--- config.mk ---
export PLATFORM = sky130hd
export DESIGN_NAME = enemy_hit_manager
export DESIGN_NICKNAME = d
export VERILOG_FILES = /design/src/rtl/enemy_hit_manager.sv
export SDC_FILE = /design/constraint.sdc
export NUM_CORES = 1
export LEC_CHECK = 0
export BUFFER_PORTS_ARGS = -buffer_cell sky130_fd_sc_hd__buf_4
export CORE_MARGIN = 2
export CORE_UTILIZATION = 50
export DETAILED_ROUTE_END_ITERATION = 12
export MAX_ROUTING_LAYER = met4
export PLACE_DENSITY = 0.76
export SETUP_SLACK_MARGIN = 0.4
export SYNTH_ARGS = -nofsm -noshare
export SYNTH_HDL_FRONTEND = slang
export SYNTH_SLANG_ARGS = --single-unit
--- constraint.sdc ---
create_clock -name clk -period 10.2 [get_ports clk]
set_input_delay 2.04 -clock clk [delete_from_list [all_inputs] [get_ports clk]]
set_output_delay 2.04 -clock clk [all_outputs]
set_load 0.005 [all_outputs]
--- src/rtl/enemy_hit_manager.sv ---
// Checks every bullet against every enemy hitbox, tracks health and runs each slot's spawn/alive/boom/dead lifecycle.
// Latency: inputs registered at edge k, results at edge k+1 (2-clock bullet-to-consume); no backpressure, pulses are fire-and-forget.
module enemy_hit_manager #(
   parameter int N_ENEMY     = 4,
   parameter int N_BULLET    = 4,
   parameter int COORD_W     = 10,
   parameter int HEALTH_W    = 3,
   parameter int INIT_HEALTH = 3,
   parameter int X_LO        = 10,
   parameter int X_HI        = 50,
   parameter int Y_LO        = 50,
   parameter int Y_HI        = 40,
   parameter int Y_OFFSET    = 480,
   parameter int BOOM_FRAMES = 16
) (
   input  logic                           clk,
   input  logic                           rst,
   input  logic                           frame_tick,
   input  logic [N_ENEMY*COORD_W-1:0]     ep_x,
   input  logic [N_ENEMY*COORD_W-1:0]     ep_y,
   input  logic [N_ENEMY-1:0]             enemy_en,
   input  logic [N_ENEMY-1:0]             enemy_spawn,
   input  logic [N_BULLET*COORD_W-1:0]    b_x,
   input  logic [N_BULLET*COORD_W-1:0]    b_y,
   input  logic [N_BULLET-1:0]            b_en,
   output logic [N_BULLET-1:0]            b_consume,
   output logic [N_ENEMY*HEALTH_W-1:0]    enemy_health,
   output logic [N_ENEMY-1:0]             enemy_alive,
   output logic [N_ENEMY-1:0]             boom,
   output logic [N_ENEMY-1:0]             kill_pulse
);

   localparam int SW    = COORD_W + 2;
   localparam int CNT_W = $clog2(BOOM_FRAMES + 1);
   localparam int DMG_W = $clog2(N_BULLET + 1);

   localparam logic signed [SW-1:0] XLO_S = SW'(X_LO);
   localparam logic signed [SW-1:0] XHI_S = SW'(X_HI);
   localparam logic signed [SW-1:0] YLO_S = SW'(Y_LO);
   localparam logic signed [SW-1:0] YHI_S = SW'(Y_HI);
   localparam logic signed [SW-1:0] YOF_S = SW'(Y_OFFSET);

   typedef enum logic [1:0] {S_IDLE, S_ALIVE, S_BOOM, S_DEAD} slot_st_t;

   logic [N_ENEMY*COORD_W-1:0]  ep_x_r, ep_y_r;
   logic [N_ENEMY-1:0]          enemy_en_r;
   logic [N_BULLET*COORD_W-1:0] b_x_r, b_y_r;
   logic [N_BULLET-1:0]         b_en_r;
   logic [N_BULLET-1:0]         lock;
   logic [N_BULLET-1:0]         consume_nxt;
   logic [N_ENEMY-1:0]          kill_nxt;

   slot_st_t              st     [N_ENEMY];
   slot_st_t              st_nxt [N_ENEMY];
   logic [HEALTH_W-1:0]   hp     [N_ENEMY];
   logic [HEALTH_W-1:0]   hp_nxt [N_ENEMY];
   logic [CNT_W-1:0]      cnt    [N_ENEMY];
   logic [CNT_W-1:0]      cnt_nxt[N_ENEMY];
   logic [DMG_W-1:0]      dmg    [N_ENEMY];

   // Coordinates are zero-extended into a wider signed space so hitbox edges can go negative without wrapping.
   always_comb begin
      logic signed [SW-1:0] bx, by, ex, ey;
      logic                 found;
      bx          = '0;
      by          = '0;
      ex          = '0;
      ey          = '0;
      found       = 1'b0;
      consume_nxt = '0;
      for (int j = 0; j < N_ENEMY; j++) dmg[j] = '0;
      for (int i = 0; i < N_BULLET; i++) begin
         bx    = signed'(SW'(b_x_r[i*COORD_W +: COORD_W]));
         by    = signed'(SW'(b_y_r[i*COORD_W +: COORD_W]));
         found = 1'b0;
         for (int j = 0; j < N_ENEMY; j++) begin
            ex = signed'(SW'(ep_x_r[j*COORD_W +: COORD_W]));
            ey = signed'(SW'(ep_y_r[j*COORD_W +: COORD_W])) + YOF_S;
            if (!found && b_en_r[i] && !lock[i] && enemy_en_r[j] && st[j] == S_ALIVE &&
                bx >= ex - XLO_S && bx < ex + XHI_S && by > ey - YLO_S && by < ey + YHI_S) begin
               found  = 1'b1;
               dmg[j] = dmg[j] + DMG_W'(1);
            end
         end
         consume_nxt[i] = found;
      end
   end

   always_comb begin
      kill_nxt = '0;
      for (int j = 0; j < N_ENEMY; j++) begin
         st_nxt[j]  = st[j];
         hp_nxt[j]  = hp[j];
         cnt_nxt[j] = cnt[j];
         case (st[j])
            S_IDLE, S_DEAD: begin
               if (enemy_spawn[j]) begin
                  st_nxt[j] = S_ALIVE;
                  hp_nxt[j] = HEALTH_W'(INIT_HEALTH);
               end
            end
            S_ALIVE: begin
               if (int'(dmg[j]) >= int'(hp[j])) begin
                  st_nxt[j]   = S_BOOM;
                  hp_nxt[j]   = '0;
                  cnt_nxt[j]  = '0;
                  kill_nxt[j] = 1'b1;
               end else begin
                  hp_nxt[j] = hp[j] - HEALTH_W'(dmg[j]);
               end
            end
            S_BOOM: begin
               if (frame_tick) begin
                  if (cnt[j] == CNT_W'(BOOM_FRAMES - 1)) st_nxt[j] = S_DEAD;
                  else                                   cnt_nxt[j] = cnt[j] + CNT_W'(1);
               end
            end
            default: st_nxt[j] = S_IDLE;
         endcase
      end
   end

   always_ff @(posedge clk or posedge rst) begin
      if (rst) begin
         ep_x_r      <= '0;
         ep_y_r      <= '0;
         enemy_en_r  <= '0;
         b_x_r       <= '0;
         b_y_r       <= '0;
         b_en_r      <= '0;
         lock        <= '0;
         b_consume   <= '0;
         kill_pulse  <= '0;
         enemy_alive <= '0;
         boom        <= '0;
         for (int j = 0; j < N_ENEMY; j++) begin
            st[j]  <= S_IDLE;
            hp[j]  <= '0;
            cnt[j] <= '0;
         end
      end else begin
         ep_x_r     <= ep_x;
         ep_y_r     <= ep_y;
         enemy_en_r <= enemy_en;
         b_x_r      <= b_x;
         b_y_r      <= b_y;
         b_en_r     <= b_en;
         // Lock at the same edge as the consume pulse so a held bullet cannot score again.
         lock       <= b_en_r & (lock | consume_nxt);
         b_consume  <= consume_nxt;
         kill_pulse <= kill_nxt;
         for (int j = 0; j < N_ENEMY; j++) begin
            st[j]          <= st_nxt[j];
            hp[j]          <= hp_nxt[j];
            cnt[j]         <= cnt_nxt[j];
            enemy_alive[j] <= (st_nxt[j] == S_ALIVE);
            boom[j]        <= (st_nxt[j] == S_BOOM);
         end
      end
   end

   always_comb begin
      enemy_health = '0;
      for (int j = 0; j < N_ENEMY; j++) enemy_health[j*HEALTH_W +: HEALTH_W] = hp[j];
   end

endmodule

==> flow_summary.toml, run 1 <==
[status]
run_status = "finished, final reports clean"

[detailed_routing]
drt-vias-per-instance = 6.18
wirelength_um = 75100
wl_met2_um = 34600
top_layer_used = "met4"
post_drt_wl_per_cell_um = 22.9
via_count = 20221
drt_iter0_drc = 1486
drtPass1Iterations = 6
drc = 0
m1WireLength_um = 32400
wl_met3_um = 4800
detail-route-antenna-nets = 0

[setup_path]
critPathLaunchType = "flop"
max_stage_delay_ns = 0.79
timing.critical_path.arrival_ns = 8.18
worstSetupPathType = "flop to flop"
reg2reg_depth = 29
crit_family = "simple AND/OR/NAND/NOR gates"
crit_buf_inv = 1
end_kind = "flop"
cp.depth = 29
cpMostUsedCell = "ha_1"
slowest_stage = "nor4_1"
critPathRequiredTime_ns = 10.64
critPathMaxFanout = 9

[power]
p_sw_frac = 0.387
power_density_nw_per_um2 = 135
p_int_mw = 2.19
vdd_ir_drop_max_v = 0.000164
pwr-share-seq = 0.324
p_leak_nw = 12.8
p_clk_frac = 0.274
p_sw_mw = 1.38
comb_power_share = 0.402

[logic_synthesis]
ys_ff_latch = 228
ys_seq_area_frac = 0.244
synth.most_common_cell = "ha_1"
syn_inst = 2437
syn_avg_cell_area_um2 = 9.59
netlist_area_um2 = 23400
ys_top_cells_by_count = "660 x ha_1, 228 x dfrtp_1, 190 x a21oi_1, 131 x o21ai_0, 125 x nor2_1"
synthArstFlopShare = 1.00
ys.flop_type = "dfrtp_1"
ys_warn_count = 0
post-synth-top-area-fraction = 0.353
syn_nets = 3276
yosysUniqueCellTypes = 95
synthTopCellsByArea = "ha_1 35%, dfrtp_1 24%, a21oi_1 4.1%"
synth-edff-count = 0
synth_top_area_cell = "ha_1"

[global_route]
overflow = 0
grt_max_degree = 85
grt_use_total = 0.318
antenna_found_initial = 1
grt_pass1_wl_um = 115000
grt_pass1_vias = 20073

[clocking]
ctsHoldBuffers = 0
clockBufferDepth = 3
insertion_delay_ns = 0.57
htreeDepth = 1
cts_buffers = 26
root_buffer = "clkbuf_16"
cts.sinks = 228
cts_resized = 0
tritoncts = "done"
clk_pin_slew_ns = 0.07
post_cts_buffers = 0

[place]
portBuffers = 202
dpl.cell_count = 3225
hpwlAfterDp_um = 59300
gp_congestion = 1.01
place_ws_ns = 2.71

[finish]
fillerInstances = 4000
syn_to_final_growth_pct = 13.3
nNetsFinal = 3485
final_cells = 3274
layout-drive-gt1-share = 0.105
utilization = 0.572

[hold_path]
hold_path_class = "flop to flop"
hold_depth = 2

[die]
fp.dieH_um = 220
dieArea_um2 = 48500
ioPinCount = 203
coreArea_um2 = 46400
die_x_um = 220
num_rows = 79
start_util = 0.504

[sta]
finalSetupViolCount = 0
rsz0062_at_grt = "false"
skew_ns = 0.0203
tns_ns = 0
slew_headroom = 0.349
final-hold-violation-count = 0
period_share = 0.759
setup_ws_ns = 2.46
tightest_slew_ns = 0.977
period_needed_ns = 7.74
fin_hold_ws_ns = 0.471
slew_violations = 0
max_freq_mhz = 129

[flow_run]
drv_cap = 0
==> tightest hold or removal path: stages (launching register included) <==
cell	delay (ns)
dfrtp_1	0.34
nand2_1	0.05
nand2_1	0.05
==> flip-flops by register name (all words and copies together), names as in the netlist <==
register / count
kill_pulse: 4
enemy_en_r: 4
ep_y_r: 40
b_en_r: 4
st: 8
lock: 4
ep_x_r: 40
b_x_r: 40
cnt: 20
b_consume: 4
b_y_r: 40
boom: 4
enemy_health: 12
enemy_alive: 4
==> layout make-up <==
class,instances,area (µm²),area share
clock buffers,31,699,0.0264
multi-input cells,2058,17100,0.645
inverters,123,469,0.0177
repair buffers,209,1570,0.0592
well taps,607,759,0.0287
diodes,1,2.50,0.0000945
flip-flops and latches,228,5710,0.215
clock inverters,17,200,0.00756
==> stage by stage <==
step	instance area (µm²)	total power, mW
after floorplan	23400	2.08
after global placement	25600	2.49
after detailed placement	25600	2.57
after CTS	26500	3.57
after global routing	26500	3.82
final	26500	3.57
==> metal layers <==
metal  up-vias  global-route usage
met2       717               0.514
met1      9688               0.404
li1       9629                   -
met5         -                   -
met3       187              0.0418
met4         0               0.123
==> logic make-up (layout without fill, tap and decap cells) <==
family	after synthesis	after routing	share of synthesized area
AOI/OAI and AO/OA	661	661	0.183
xor gates and xnor gates	136	136	0.0519
adders and majority gates	667	667	0.358
buffers and inverters	151	380	0.0251
DFF	228	228	0.244
muxes	5	5	0.00225
other	0	1	0
and+or+nand+nor	589	589	0.135
==> power by group through the flow <==
| stage | clock, mW | sequential (mW) | combinational [mW] |
|---|---|---|---|
| 2_1_floorplan | 0 | 1.10 | 0.974 |
| 3_3_place_gp | 0 | 1.16 | 1.33 |
| 3_5_place_dp | 0 | 1.17 | 1.41 |
| 4_1_cts | 1.00 | 1.15 | 1.42 |
| 5_1_grt | 1.04 | 1.16 | 1.62 |
| 6_report | 0.979 | 1.16 | 1.43 |
==> cell usage in the layout (no fill, tap or decap), types with 19 or more instances in the layout <==
cell type / instances
nor3_1: 44
a21oi_1: 190
inv_1: 122
o211ai_1: 43
a31oi_1: 26
nand4_1: 49
xnor2_1: 84
nand3_1: 52
o21a_1: 40
nor2_1: 125
ha_1: 660
o2111ai_1: 19
nand2_1: 111
buf_4: 209
a211oi_1: 40
xor2_1: 49
nor2b_1: 52
dfrtp_1: 228
a21o_1: 53
clkbuf_16: 26
o21ai_0: 131
nand2b_1: 47
==> final timing paths <==
kind / startpoint / endpoint / slack [ns]
setup / recovery: ep_y_r[15]$_DFF_PP0_ / cnt[2]$_DFFE_PP0P_ / 2.46
hold / removal: cnt[9]$_DFFE_PP0P_ / cnt[9]$_DFFE_PP0P_ / 0.47
setup reg to reg: ep_y_r[15]$_DFF_PP0_ / cnt[2]$_DFFE_PP0P_ / 2.46
hold reg to reg: cnt[9]$_DFFE_PP0P_ / cnt[9]$_DFFE_PP0P_ / 0.47
max in group asynchronous: rst / b_y_r[2]$_DFF_PP0_ / 7.20
min in group asynchronous: rst / boom[2]$_DFF_PP0_ / 1.55
(Power assumes the default switching activity.)
==> run 2, diff against run 1 <==
--- a/config.mk
+++ b/config.mk
@@ -10,7 +10,7 @@
 export CORE_UTILIZATION = 50
 export DETAILED_ROUTE_END_ITERATION = 12
 export MAX_ROUTING_LAYER = met4
-export PLACE_DENSITY = 0.76
+export PLACE_DENSITY = 0.78
 export SETUP_SLACK_MARGIN = 0.4
 export SYNTH_ARGS = -nofsm -noshare
 export SYNTH_HDL_FRONTEND = slang
==> constraint.sdc (replaced) <==
create_clock -name clk -period 6.3 [get_ports clk]
set_input_delay 1.26 -clock clk [delete_from_list [all_inputs] [get_ports clk]]
set_output_delay 1.26 -clock clk [all_outputs]
set_load 0.005 [all_outputs]
==> run 2 against run 1 <==
Against the previous run:
- worst setup slack worse by 2.1 ns
- register-to-register slack got worse by 2.1 ns
- global-route usage grew 0.79 points
- die area is the same
- worst hold slack improved by 0.0077 ns
- utilization is 5.3 points higher
- fmax up 30%
- sequential cell count did not move
- first-iteration DRC count up 2.2%
- clock skew is 0.0013 ns lower
==> flow_summary.toml, run 2 (synthesized netlist as in run 1, its figures left out) <==
[finish]
layout_common_cells = "637 x ha_1, 388 x buf_4, 220 x dfrtp_1"
final_cells = 3455
nNetsFinal = 3668
layout-drive-gt1-share = 0.226
syn_to_final_growth_pct = 23.9
utilization = 0.625
final_common_cell = "ha_1"

[sta]
period_needed_ns = 5.95
finalSetupViolCount = 0
slew_violations = 0
skew_ns = 0.0189
final-hold-violation-count = 0
setup_ws_ns = 0.353
slew_headroom = 0.383
rsz0062_at_grt = "true"
tightest_slew_ns = 0.903
period_share = 0.944
max_freq_mhz = 168
fin_hold_ws_ns = 0.478

[setup_path]
critPathRequiredTime_ns = 6.76
worstSetupPathType = "flop to flop"
end_kind = "flop"
r2r_slack_ns = 0.35
critPathLaunchType = "flop"
critPathMaxFanout = 7
timing.critical_path.arrival_ns = 6.41

[detailed_routing]
post_drt_wl_per_cell_um = 22.9
drtPass1Iterations = 5
detail-route-antenna-nets = 0
drt_iter0_drc = 1518
drc = 0
wirelength_um = 79100
drt-vias-per-instance = 6.11
via_count = 21109

[flow_run]
drv_cap = 0

[clocking]
insertion_delay_ns = 0.58
cts_buffers = 26
clk_pin_slew_ns = 0.06
htreeDepth = 1
ctsHoldBuffers = 0
root_buffer = "clkbuf_16"
tritoncts = "done"
clockBufferDepth = 3
cts.sinks = 228

[die]
coreArea_um2 = 46400
start_util = 0.504
ioPinCount = 203
fp.dieH_um = 220
dieArea_um2 = 48500
die_x_um = 220
num_rows = 79

[place]
place_ws_ns = -0.0826
gp_congestion = 0.975
dpl.cell_count = 3347
hpwlAfterDp_um = 61400
portBuffers = 202

[status]
run_status = "finished, final reports clean"

[power]
power_mw = 6.15
p_leak_nw = 13.9
vdd_ir_drop_max_v = 0.000291
power_density_nw_per_um2 = 212

[global_route]
overflow = 0
grt_max_degree = 127
grt_use_total = 0.326
grt_pass1_vias = 20670
grt_pass1_wl_um = 118000
antenna_found_initial = 3

[hold_path]
hold_path_class = "flop to flop"
[run 2: changes by cell type in the layout (fill, tap and decap cells not counted), moves of 11 or more]
cell / delta
xor2_2: +11
xnor2_1: -24
nor3_1: -12
ha_1: -23
inv_1: -13
a21oi_2: +19
inv_2: +11
ha_4: +15
a21oi_1: -20
xor2_1: -11
buf_4: +179
xnor2_2: +21
[run 2: final timing paths]
kind	startpoint	endpoint	depth (start not counted)
setup / recovery	ep_y_r[26]$_DFF_PP0_	cnt[2]$_DFFE_PP0P_	27
hold / removal	cnt[9]$_DFFE_PP0P_	cnt[9]$_DFFE_PP0P_	2
setup reg to reg	ep_y_r[26]$_DFF_PP0_	cnt[2]$_DFFE_PP0P_	27
hold reg to reg	cnt[9]$_DFFE_PP0P_	cnt[9]$_DFFE_PP0P_	2
max in group asynchronous	rst	ep_y_r[1]$_DFF_PP0_	3
min in group asynchronous	rst	ep_x_r[32]$_DFF_PP0_	2
[run 2: area by class of cell]
cell class	count	area, µm²
Fill cell	3801	17400
Antenna cell	2	5.00
Inverter	123	470
Clock buffer	36	779
Multi-Input combinational cell	2058	18200
Clock inverter	9	83.8
Tap cell	607	759
Sequential cell	228	5720
Timing Repair Buffer	392	2980
[run 2: worst max-delay path, stage by stage (launching register included)]
cell      delay [ns]
dfrtp_2         0.42
inv_2           0.09
ha_4            0.21
xnor2_4         0.29
o311a_4         0.29
xor2_2          0.18
ha_1            0.31
nand3_2         0.10
nor2_2          0.05
a32oi_1         0.17
or4b_4          0.50
a211oi_4        0.31
o41ai_4         0.15
a21bo_1         0.23
nand3b_1        0.16
ha_4            0.25
xnor2_4         0.14
ha_4            0.27
nor2_2          0.03
a31o_1          0.23
ha_4            0.22
a21o_1          0.16
a21oi_2         0.17
a31oi_2         0.07
and2_4          0.19
or3_4           0.34
a221oi_2        0.24
a21oi_1         0.06
[run 2: power breakdown]
group	switching, mW	internal [mW]
clock	0.643	0.900
combinational	1.49	1.25
sequential	0.244	1.63
[run 2: routing by layer]
layer	track usage	vias to the layer above	share of wire
li1	-	9987	-
met1	0.400	10106	0.41
met2	0.544	785	0.47
met3	0.0393	231	0.064
met4	0.131	0	0.052
met5	-	-	0
[run 2: timing repair]
item,CTS,global route
gates resized for setup,85,137
setup endpoints to repair,40,47
setup buffers,17,44
pin swaps,23,77
endpoints found under the hold margin,0,0
[run 2: through the flow]
step	area, µm²	TNS, ns
floorplan	23400	0
global placement	26500	0
detailed placement	26500	-0.420
CTS	28000	0
global route	29000	0
finish	29000	0
==> run 3, diff against run 2 <==
--- a/config.mk
+++ b/config.mk
@@ -11,6 +11,7 @@
 export DETAILED_ROUTE_END_ITERATION = 12
 export MAX_ROUTING_LAYER = met4
 export PLACE_DENSITY = 0.78
+export RECOVER_POWER = 50
 export SETUP_SLACK_MARGIN = 0.4
 export SYNTH_ARGS = -nofsm -noshare
 export SYNTH_HDL_FRONTEND = slang
==> run 3 against run 2 <==
Against the previous run:
- the run now ends with max-capacitance violations, max-slew violations left
- via count decreased by 0.20%
- sequential share of layout area hardly changed
- first-iteration DRC count down 0.26%
- total power is 0.17% lower
- sequential cell count stayed put
- non-clock buffer count did not move
- critical endpoint unchanged
- highest routed layer unchanged
==> flow_summary.toml, run 3 (synthesized netlist as in run 1, its figures left out) <==
[status]
run_status = "finished, violations left"
violations = "max-capacitance violations, max-slew violations"

[detailed_routing]
wirelength_um = 78900
wl_met2_um = 37400
via_count = 21067
detail-route-antenna-nets = 0
wl_met3_um = 5030
top_layer_used = "met4"
m1WireLength_um = 32500
post_drt_wl_per_cell_um = 22.9
drt_iter0_drc = 1514
drc = 0
drt-vias-per-instance = 6.10
drtPass1Iterations = 6

[die]
num_rows = 79
ioPinCount = 203
dieArea_um2 = 48500
die_x_um = 220
fp.dieH_um = 220
coreArea_um2 = 46400
start_util = 0.504

[global_route]
grt_max_degree = 127
grt_use_total = 0.326
grt_pass1_vias = 20670
grt_pass1_wl_um = 118000
overflow = 0
antenna_found_initial = 3

[setup_path]
cpMostUsedCell = "ha_4"
slowest_stage = "or4b_4"
critPathMaxFanout = 7
r2r_slack_ns = 0.36
timing.critical_path.arrival_ns = 6.40
end_kind = "flop"
critPathLaunchType = "flop"
reg2reg_from = "ep_y_r[26]$_DFF_PP0_"
worstSetupPathType = "flop to flop"
critPathRequiredTime_ns = 6.76
max_stage_delay_ns = 0.50
r2r-end = "cnt[2]$_DFFE_PP0P_"
reg2reg_depth = 27

[clocking]
root_buffer = "clkbuf_16"
htreeDepth = 1
clk_pin_slew_ns = 0.06
cts_buffers = 26
cts.sinks = 228
insertion_delay_ns = 0.58
clockBufferDepth = 3
tritoncts = "done"

[finish]
multi_input_area_um2 = 18200
seq_area_um2 = 5720
layout-drive-gt1-share = 0.223
layout_common_cells = "637 x ha_1, 220 x dfrtp_1, 219 x buf_4"
fillerInstances = 3811
final_cells = 3455
final_common_cell = "ha_1"
nNetsFinal = 3668
syn_to_final_growth_pct = 23.7

[hold_path]
hold_depth = 2
hp-start = "cnt[9]$_DFFE_PP0P_"
min_to = "cnt[9]$_DFFE_PP0P_"
hold_path_class = "flop to flop"

[place]
portBuffers = 202
dpl.cell_count = 3347
gp_congestion = 0.975
hpwlAfterDp_um = 61400

[power]
vdd_ir_drop_max_v = 0.000287
power_mw = 6.14
power_density_nw_per_um2 = 212
p_leak_nw = 13.9

[sta]
period_share = 0.942
tightest_slew_ns = 3.26
finalSetupViolCount = 0
fin_hold_ws_ns = 0.478
slew_headroom = -1.17
max_freq_mhz = 168
skew_ns = 0.0195
final-hold-violation-count = 0
slew_violations = 127
period_needed_ns = 5.94
rsz0062_at_grt = "true"

[flow_run]
drv_cap = 1
run 3: worst max-delay path by stage:
stage	start	end	slack, ns	cells past startpoint
finish	ep_y_r[26]$_DFF_PP0_	cnt[2]$_DFFE_PP0P_	0.36	27
global route	ep_y_r[26]$_DFF_PP0_	cnt[0]$_DFFE_PP0P_	0.15	29
CTS	ep_x_r[11]$_DFF_PP0_	cnt[12]$_DFFE_PP0P_	0.40	28
detailed placement	ep_y_r[26]$_DFF_PP0_	cnt[6]$_DFFE_PP0P_	-0.08	27
global placement	ep_y_r[23]$_DFF_PP0_	cnt[6]$_DFFE_PP0P_	0.01	29
floorplan	ep_y_r[15]$_DFF_PP0_	cnt[2]$_DFFE_PP0P_	0.40	29
run 3: worst max-delay path, delay by kind of cell, from the launching register on:
| kind | cells | cell delay (ns) |
|---|---|---|
| adder cells (fa/ha/maj) | 5 | 1.26 |
| XOR/XNOR | 3 | 0.61 |
| AO/OA/AOI/OAI | 11 | 2.07 |
| AND/OR/NAND/NOR | 7 | 1.38 |
| buffers and inverters | 1 | 0.09 |
| flip-flops | 1 | 0.42 |
run 3: metrics by stage:
stage,setup TNS [ns],worst slack [ns],util,cell area [µm²]
6_report,0,0.365,0.624,28900
5_1_grt,0,0.153,0.624,28900
4_1_cts,0,0.402,0.603,28000
3_5_place_dp,-0.420,-0.0826,0.573,26500
3_3_place_gp,0,0.0133,0.573,26500
2_1_floorplan,0,0.400,-,23400
run 3: layout make-up:
type / instances / area share
sequential: 228 / 0.198
clock inverter: 9 / 0.00290
inverter: 123 / 0.0162
multi-input combinational: 2058 / 0.629
antenna: 2 / 0.000173
tap: 607 / 0.0263
clock buffer: 36 / 0.0270
timing repair buffer: 392 / 0.101
run 3: where the power goes:
part           switching, mW  internal, mW
Combinational           1.49          1.24
Sequential             0.244          1.63
Clock                  0.642         0.900
run 3: layer usage:
layer,vias to the layer above,GRT usage
li1,9979,-
met1,10091,0.400
met2,768,0.544
met3,229,0.0393
met4,0,0.131
met5,-,-
run 3: repair_timing:
item,in CTS,in global routing
buffers inserted,17,44
hold endpoints to repair,0,0
setup endpoints to repair,40,47
resized for setup,85,137
hold buffers,0,0
pin swaps,23,77
